`config.mk`:
```
export PLATFORM = sky130hd
export DESIGN_NAME = freq_gen
export DESIGN_NICKNAME = d
export VERILOG_FILES = /design/src/rtl/freq_gen.sv
export SDC_FILE = /design/constraint.sdc
export NUM_CORES = 1
export LEC_CHECK = 0
export ABC_AREA = 1
export ABC_CLOCK_PERIOD_IN_PS = 4010
export BUFFER_PORTS_ARGS = -buffer_cell sky130_fd_sc_hd__buf_2
export CAP_MARGIN = 20
export CORE_MARGIN = 2
export CORE_UTILIZATION = 49
export DETAILED_ROUTE_END_ITERATION = 10
export PLACE_DENSITY = 0.69
export RECOVER_POWER = 50
export SETUP_SLACK_MARGIN = 0.15
export SYNTH_ARGS = -nofsm -noshare
export SYNTH_HDL_FRONTEND = slang
export SYNTH_SLANG_ARGS = --single-unit
```
`constraint.sdc`:
```
create_clock -name clk -period 4.01 [get_ports clk]
set_input_delay 0.401 -clock clk [delete_from_list [all_inputs] [get_ports clk]]
set_output_delay 0.401 -clock clk [all_outputs]
set_load 0.005 [all_outputs]
```
`src/rtl/freq_gen.sv`:
```
// freq_gen: programmable square-wave generator (N pulses or continuous); FREQ_GEN_GATE_EN adds i_gate freeze input
module freq_gen #(
  parameter int PHASE_NBIT = 24,
  parameter int CNT_NBIT   = 16
) (
  input  logic                  clk,
  input  logic                  rst,
  input  logic                  start,
  input  logic                  stop,
  input  logic [PHASE_NBIT-1:0] i_high,
  input  logic [PHASE_NBIT-1:0] i_low,
  input  logic [CNT_NBIT-1:0]   i_cnt,
`ifdef FREQ_GEN_GATE_EN
  input  logic                  i_gate,
`endif
  output logic                  o_io,
  output logic [CNT_NBIT-1:0]   o_cnt,
  output logic                  busy,
  output logic                  done
);
  typedef enum logic [1:0] {S_IDLE, S_HIGH, S_LOW} state_t;
  state_t state, state_n;
  logic [PHASE_NBIT-1:0] ctr, ctr_n, h, h_n, l, l_n;
  logic [CNT_NBIT-1:0] n, n_n, cnt_n, cnt_inc;
  logic done_n, run;
`ifdef FREQ_GEN_GATE_EN
  assign run = i_gate;
`else
  assign run = 1'b1;
`endif
  assign cnt_inc = o_cnt + 1'b1;
  // next-state: start beats stop beats phase advance; phase lengths of 0 are clamped to 1 at latch time
  always_comb begin
    state_n = state;
    ctr_n   = ctr;
    h_n     = h;
    l_n     = l;
    n_n     = n;
    cnt_n   = o_cnt;
    done_n  = done;
    if (start) begin
      h_n     = (i_high == '0) ? PHASE_NBIT'(1) : i_high;
      l_n     = (i_low == '0) ? PHASE_NBIT'(1) : i_low;
      n_n     = i_cnt;
      cnt_n   = '0;
      done_n  = 1'b0;
      ctr_n   = '0;
      state_n = S_HIGH;
    end else if (stop && state != S_IDLE) begin
      state_n = S_IDLE;
      done_n  = 1'b1;
      ctr_n   = '0;
    end else if (run && state == S_HIGH) begin
      ctr_n   = (ctr == h - 1'b1) ? '0 : ctr + 1'b1;
      state_n = (ctr == h - 1'b1) ? S_LOW : S_HIGH;
    end else if (run && state == S_LOW) begin
      ctr_n = (ctr == l - 1'b1) ? '0 : ctr + 1'b1;
      if (ctr == l - 1'b1) begin
        cnt_n   = cnt_inc;
        done_n  = (n != '0) && (cnt_inc == n);
        state_n = done_n ? S_IDLE : S_HIGH;
      end
    end
  end
  // state and registered outputs; o_io/busy follow the state being entered
  always_ff @(posedge clk or posedge rst) begin
    if (rst) begin
      state <= S_IDLE;
      ctr   <= '0;
      h     <= '0;
      l     <= '0;
      n     <= '0;
      o_cnt <= '0;
      done  <= 1'b0;
      busy  <= 1'b0;
      o_io  <= 1'b0;
    end else begin
      state <= state_n;
      ctr   <= ctr_n;
      h     <= h_n;
      l     <= l_n;
      n     <= n_n;
      o_cnt <= cnt_n;
      done  <= done_n;
      busy  <= state_n != S_IDLE;
      o_io  <= state_n == S_HIGH;
    end
  end
endmodule

```
==> impl_metrics.prom <==
# TYPE chip_impl_metric gauge
chip_impl_info{name="synth_most_common_cell",value="nand2_1"} 1
chip_impl_metric{name="dp_hpwl",unit="µm"} 14700
chip_impl_metric{name="cap_viol_max_count",unit=""} 2
chip_impl_metric{name="clk_pin_slew",unit="ns"} 0.07
chip_impl_metric{name="h_tree_level_count",unit=""} 3
chip_impl_metric{name="worst-endpoint-required",unit="ns"} 4.22
chip_impl_metric{name="mappedNetlistNets",unit=""} 1165
chip_impl_metric{name="ff2ff_setup_slack",unit="ns"} 0.95
chip_impl_metric{name="final.fill_count",unit=""} 1500
chip_impl_metric{name="timing.slew.headroom",unit="%"} -3.99
chip_impl_metric{name="placeableCoreArea",unit="µm²"} 15100
chip_impl_metric{name="yosys_warnings",unit=""} 0
chip_impl_info{name="synth.top_cells.by_area",value="dfrtp_1, nand2_1, inv_1, xor2_1, nor2_1"} 1
chip_impl_metric{name="ys_async_sr_fraction",unit="%"} 100
chip_impl_metric{name="netlist.area_leader.share",unit="%"} 36.4
chip_impl_metric{name="initial_utilization",unit="%"} 49.7
chip_impl_metric{name="area_growth_syn_to_layout",unit="%"} 11.3
chip_impl_metric{name="cp_data_arrival_time",unit="ns"} 3.27
chip_impl_metric{name="detail-route-antenna-nets",unit=""} 0
chip_impl_metric{name="routed_via_density",unit=""} 5.23
chip_impl_metric{name="diodes",unit=""} 0
chip_impl_metric{name="grt_antenna_before_repair",unit=""} 0
chip_impl_metric{name="fin_setup_tns",unit="ns"} 0
chip_impl_metric{name="drc",unit=""} 0
chip_impl_info{name="crit_chain",value="inv_1 > ha_1 > nand3_1 > inv_1 > nand2_1 > nor2_2 > nand2_1 > xor2_1 > nand2_1 > nor2_1 > nand2_1 > nor2_1 > nand2_1 > nand2_1 > nand2_2 > nand2_2 > o22ai_1"} 1
chip_impl_metric{name="grt_util_all_layers",unit="%"} 24.3
chip_impl_info{name="critical_path.most_common_cell",value="nand2_1"} 1
chip_impl_metric{name="power.static_leakage",unit="nW"} 4.03
chip_impl_metric{name="post_cts_hold_buffer_count",unit=""} 0
chip_impl_metric{name="ratio_of_final_minimum_period_to_clock_period",unit="%"} 76.4
chip_impl_metric{name="placed_area",unit="µm²"} 8030
chip_impl_info{name="cp-start-kind",value="register"} 1
chip_impl_metric{name="final_area",unit="µm²"} 8340
chip_impl_info{name="ys_dominant_reg_cell",value="dfrtp_1"} 1
chip_impl_metric{name="irDropWorstVdd",unit="mV"} 0.209
chip_impl_metric{name="post_synthesis_register_bit_count",unit=""} 109
chip_impl_info{name="cp-end-kind",value="register"} 1
chip_impl_metric{name="setup_violations",unit=""} 0
chip_impl_metric{name="vias_in_the_first_global_route",unit=""} 6492
chip_impl_metric{name="remaining_overflow_grt",unit=""} 0
chip_impl_metric{name="fin_skew",unit="ns"} 0.00715
chip_impl_info{name="synth_commonest_cells",value="nand2_1, inv_1, nor2_1"} 1
chip_impl_metric{name="worst-r2r-cell-count",unit=""} 17
chip_impl_info{name="rsz0062_at_grt",value="no"} 1
chip_impl_info{name="critical_path.reg2reg.endpoint",value="ctr[17]"} 1
chip_impl_info{name="root_buffer",value="clkbuf_16"} 1
chip_impl_metric{name="post_route_cells_drive_above_1_share",unit="%"} 12.1
chip_impl_metric{name="nNetsFinal",unit=""} 1237
chip_impl_metric{name="clock_tree.buffer_depth",unit=""} 2
chip_impl_info{name="worst_hold_startpoint",value="i_cnt[14]"} 1
chip_impl_metric{name="whs_path_depth",unit=""} 3
chip_impl_info{name="min_path_type",value="input pin to register"} 1
chip_impl_info{name="violated_checks",value="capacitance limit, slew limit"} 1
chip_impl_info{name="critical_path.slowest_cell",value="dfrtp_1"} 1
chip_impl_metric{name="postRouteWirelength",unit="µm"} 19200
chip_impl_metric{name="whs",unit="ns"} 0.246
chip_impl_metric{name="slew_viol_final",unit=""} 104
chip_impl_metric{name="die_area",unit="µm²"} 16300
chip_impl_metric{name="cts_buffers",unit=""} 9
chip_impl_metric{name="die-height",unit="µm"} 128
chip_impl_info{name="timing_worst_setup_path_type",value="register to register"} 1
chip_impl_metric{name="largest_net_degree_at_the_start_of_global_routing",unit=""} 78
chip_impl_metric{name="finalCriticalPeriod",unit="ns"} 3.06
chip_impl_metric{name="detail_routed_net_length_per_standard_cell",unit="µm"} 14.2
chip_impl_metric{name="drt_first_pass_iters",unit=""} 5
chip_impl_metric{name="post_cts_resized",unit=""} 0
chip_impl_metric{name="cp_max_fanout",unit=""} 19
chip_impl_metric{name="max_clock_freq",unit="MHz"} 326
chip_impl_info{name="run_status",value="finished with violations"} 1
chip_impl_metric{name="hold_violations",unit=""} 0
chip_impl_metric{name="pd_cells",unit="nW/µm²"} 314
chip_impl_metric{name="detail_route.iter0.violations",unit=""} 455
chip_impl_metric{name="cell_variety_after_synth",unit=""} 35
chip_impl_metric{name="floorplan.io_pins",unit=""} 87
chip_impl_metric{name="synthCells",unit=""} 1090
chip_impl_metric{name="placedCellCount",unit=""} 1337
chip_impl_metric{name="max_stage_delay",unit="ns"} 0.38
chip_impl_info{name="yosys.area.top_type",value="dfrtp_1"} 1
chip_impl_metric{name="number_of_buffers_inserted_by_port_buffering",unit=""} 86
chip_impl_metric{name="floorplan_die_width",unit="µm"} 128
chip_impl_info{name="worstHoldEndpoint",value="n[14]"} 1
chip_impl_metric{name="clkSinkCount",unit=""} 109
chip_impl_metric{name="post-cts-setup-buffer-count",unit=""} 0
chip_impl_info{name="startpoint_of_the_most_critical_register_to_register_path",value="h[0]"} 1
chip_impl_metric{name="routabilityCongestion",unit=""} 0.895
chip_impl_metric{name="grt_pass1_wl",unit="µm"} 31600
chip_impl_metric{name="timing_worst_slew_pin_value",unit="ns"} 1.56
chip_impl_metric{name="avgSynthCellArea",unit="µm²"} 6.87
chip_impl_metric{name="synthesis.area",unit="µm²"} 7490
chip_impl_metric{name="sequential_fraction_of_the_synthesis_area",unit="%"} 36.4
chip_impl_metric{name="synth_enable_flop_cells",unit=""} 0
chip_impl_metric{name="final_cell_count_no_fill",unit=""} 1355
chip_impl_metric{name="num_rows",unit=""} 45
chip_impl_metric{name="clock_insertion_delay_at_the_later_pin_of_the_skew_report",unit="ns"} 0.36
chip_impl_metric{name="routed-via-count",unit=""} 7081
chip_impl_info{name="tritoncts",value="done"} 1
==> flip-flops by register name, summed over array words and instances, names as in the netlist <==
signal and count:
ctr 24, h 24, l 24, n 16, o_cnt 16, state 2
busy 1, done 1, o_io 1
==> critical path: cells and delay by family (launching register included) <==
kind	cells	cell delay [ns]
flip-flops	1	0.38
XOR/XNOR	1	0.14
AND/OR/NAND/NOR	12	1.84
buffers and inverters	2	0.20
AO/OA/AOI/OAI	1	0.12
adder cells (fa/ha/maj)	1	0.21
==> per-layer routing <==
layer  GRT usage (%)  vias to the layer above  part of all wire, %
li1                -                     3620                    -
met1            31.7                     3250                   45
met2            41.3                      182                   48
met3            3.71                       29                  4.7
met4            8.40                        0                  2.6
met5               0                        -                    0
==> placed cells by master, fill, tap and decap left out, types with 7 or more instances in the layout <==
master	synthesis	final
ha_1	7	7
nand3_1	82	82
xnor2_1	28	28
nor3_1	13	13
clkbuf_16	0	9
xor2_1	52	52
o22ai_1	17	17
nor2_1	115	115
buf_2	4	85
o21ai_0	65	65
nor2_2	10	10
inv_1	128	127
dfrtp_1	109	109
a21oi_1	9	9
nand4_1	26	26
nor4_1	10	10
nand2_1	344	344
o21ai_2	9	9
==> how the worst max path moves through the flow <==
stage,from,to,depth (start not counted)
after global placement,h[0],ctr[8],16
final,h[0],ctr[17],17
after global routing,h[0],ctr[18],17
after floorplan,rst,busy,1
after detailed placement,h[0],ctr[17],16
after CTS,h[0],ctr[17],17
==> where the power goes <==
group	leakage [nW]	switching [mW]	total, mW	internal [mW]
Sequential	1.39	0.0689	1.23	1.17
Clock	0.149	0.409	0.910	0.501
Combinational	2.49	0.304	0.478	0.174
==> logic make-up after synthesis <==
family                     share of synthesized area [%]
and+or+nand+nor                                     35.3
adders and majority gates                           1.17
DFF                                                 36.4
xor gates and xnor gates                            9.97
AOI/OAI and AO/OA                                   8.57
buffers and inverters                               8.63
==> per-stage QoR <==
| stage | util [%] | worst slack, ns | power, mW |
|---|---|---|---|
| floorplan | - | 0.735 | 1.59 |
| global placement | 53.2 | 1.02 | 1.73 |
| detailed placement | 53.2 | 0.981 | 1.73 |
| CTS | 55.2 | 0.942 | 2.65 |
| global route | 55.2 | 0.679 | 2.77 |
| finish | 55.2 | 0.945 | 2.62 |
==> cell type report <==
type | count | area, µm² | share of cell area (%)
Multi-Input combinational cell | 820 | 4120 | 49.4
Sequential cell | 109 | 2730 | 32.7
Inverter | 130 | 489 | 5.87
Timing Repair Buffer | 92 | 467 | 5.60
Clock buffer | 10 | 239 | 2.87
Tap cell | 188 | 235 | 2.82
Clock inverter | 6 | 61.3 | 0.735
(Power assumes the default switching activity.)
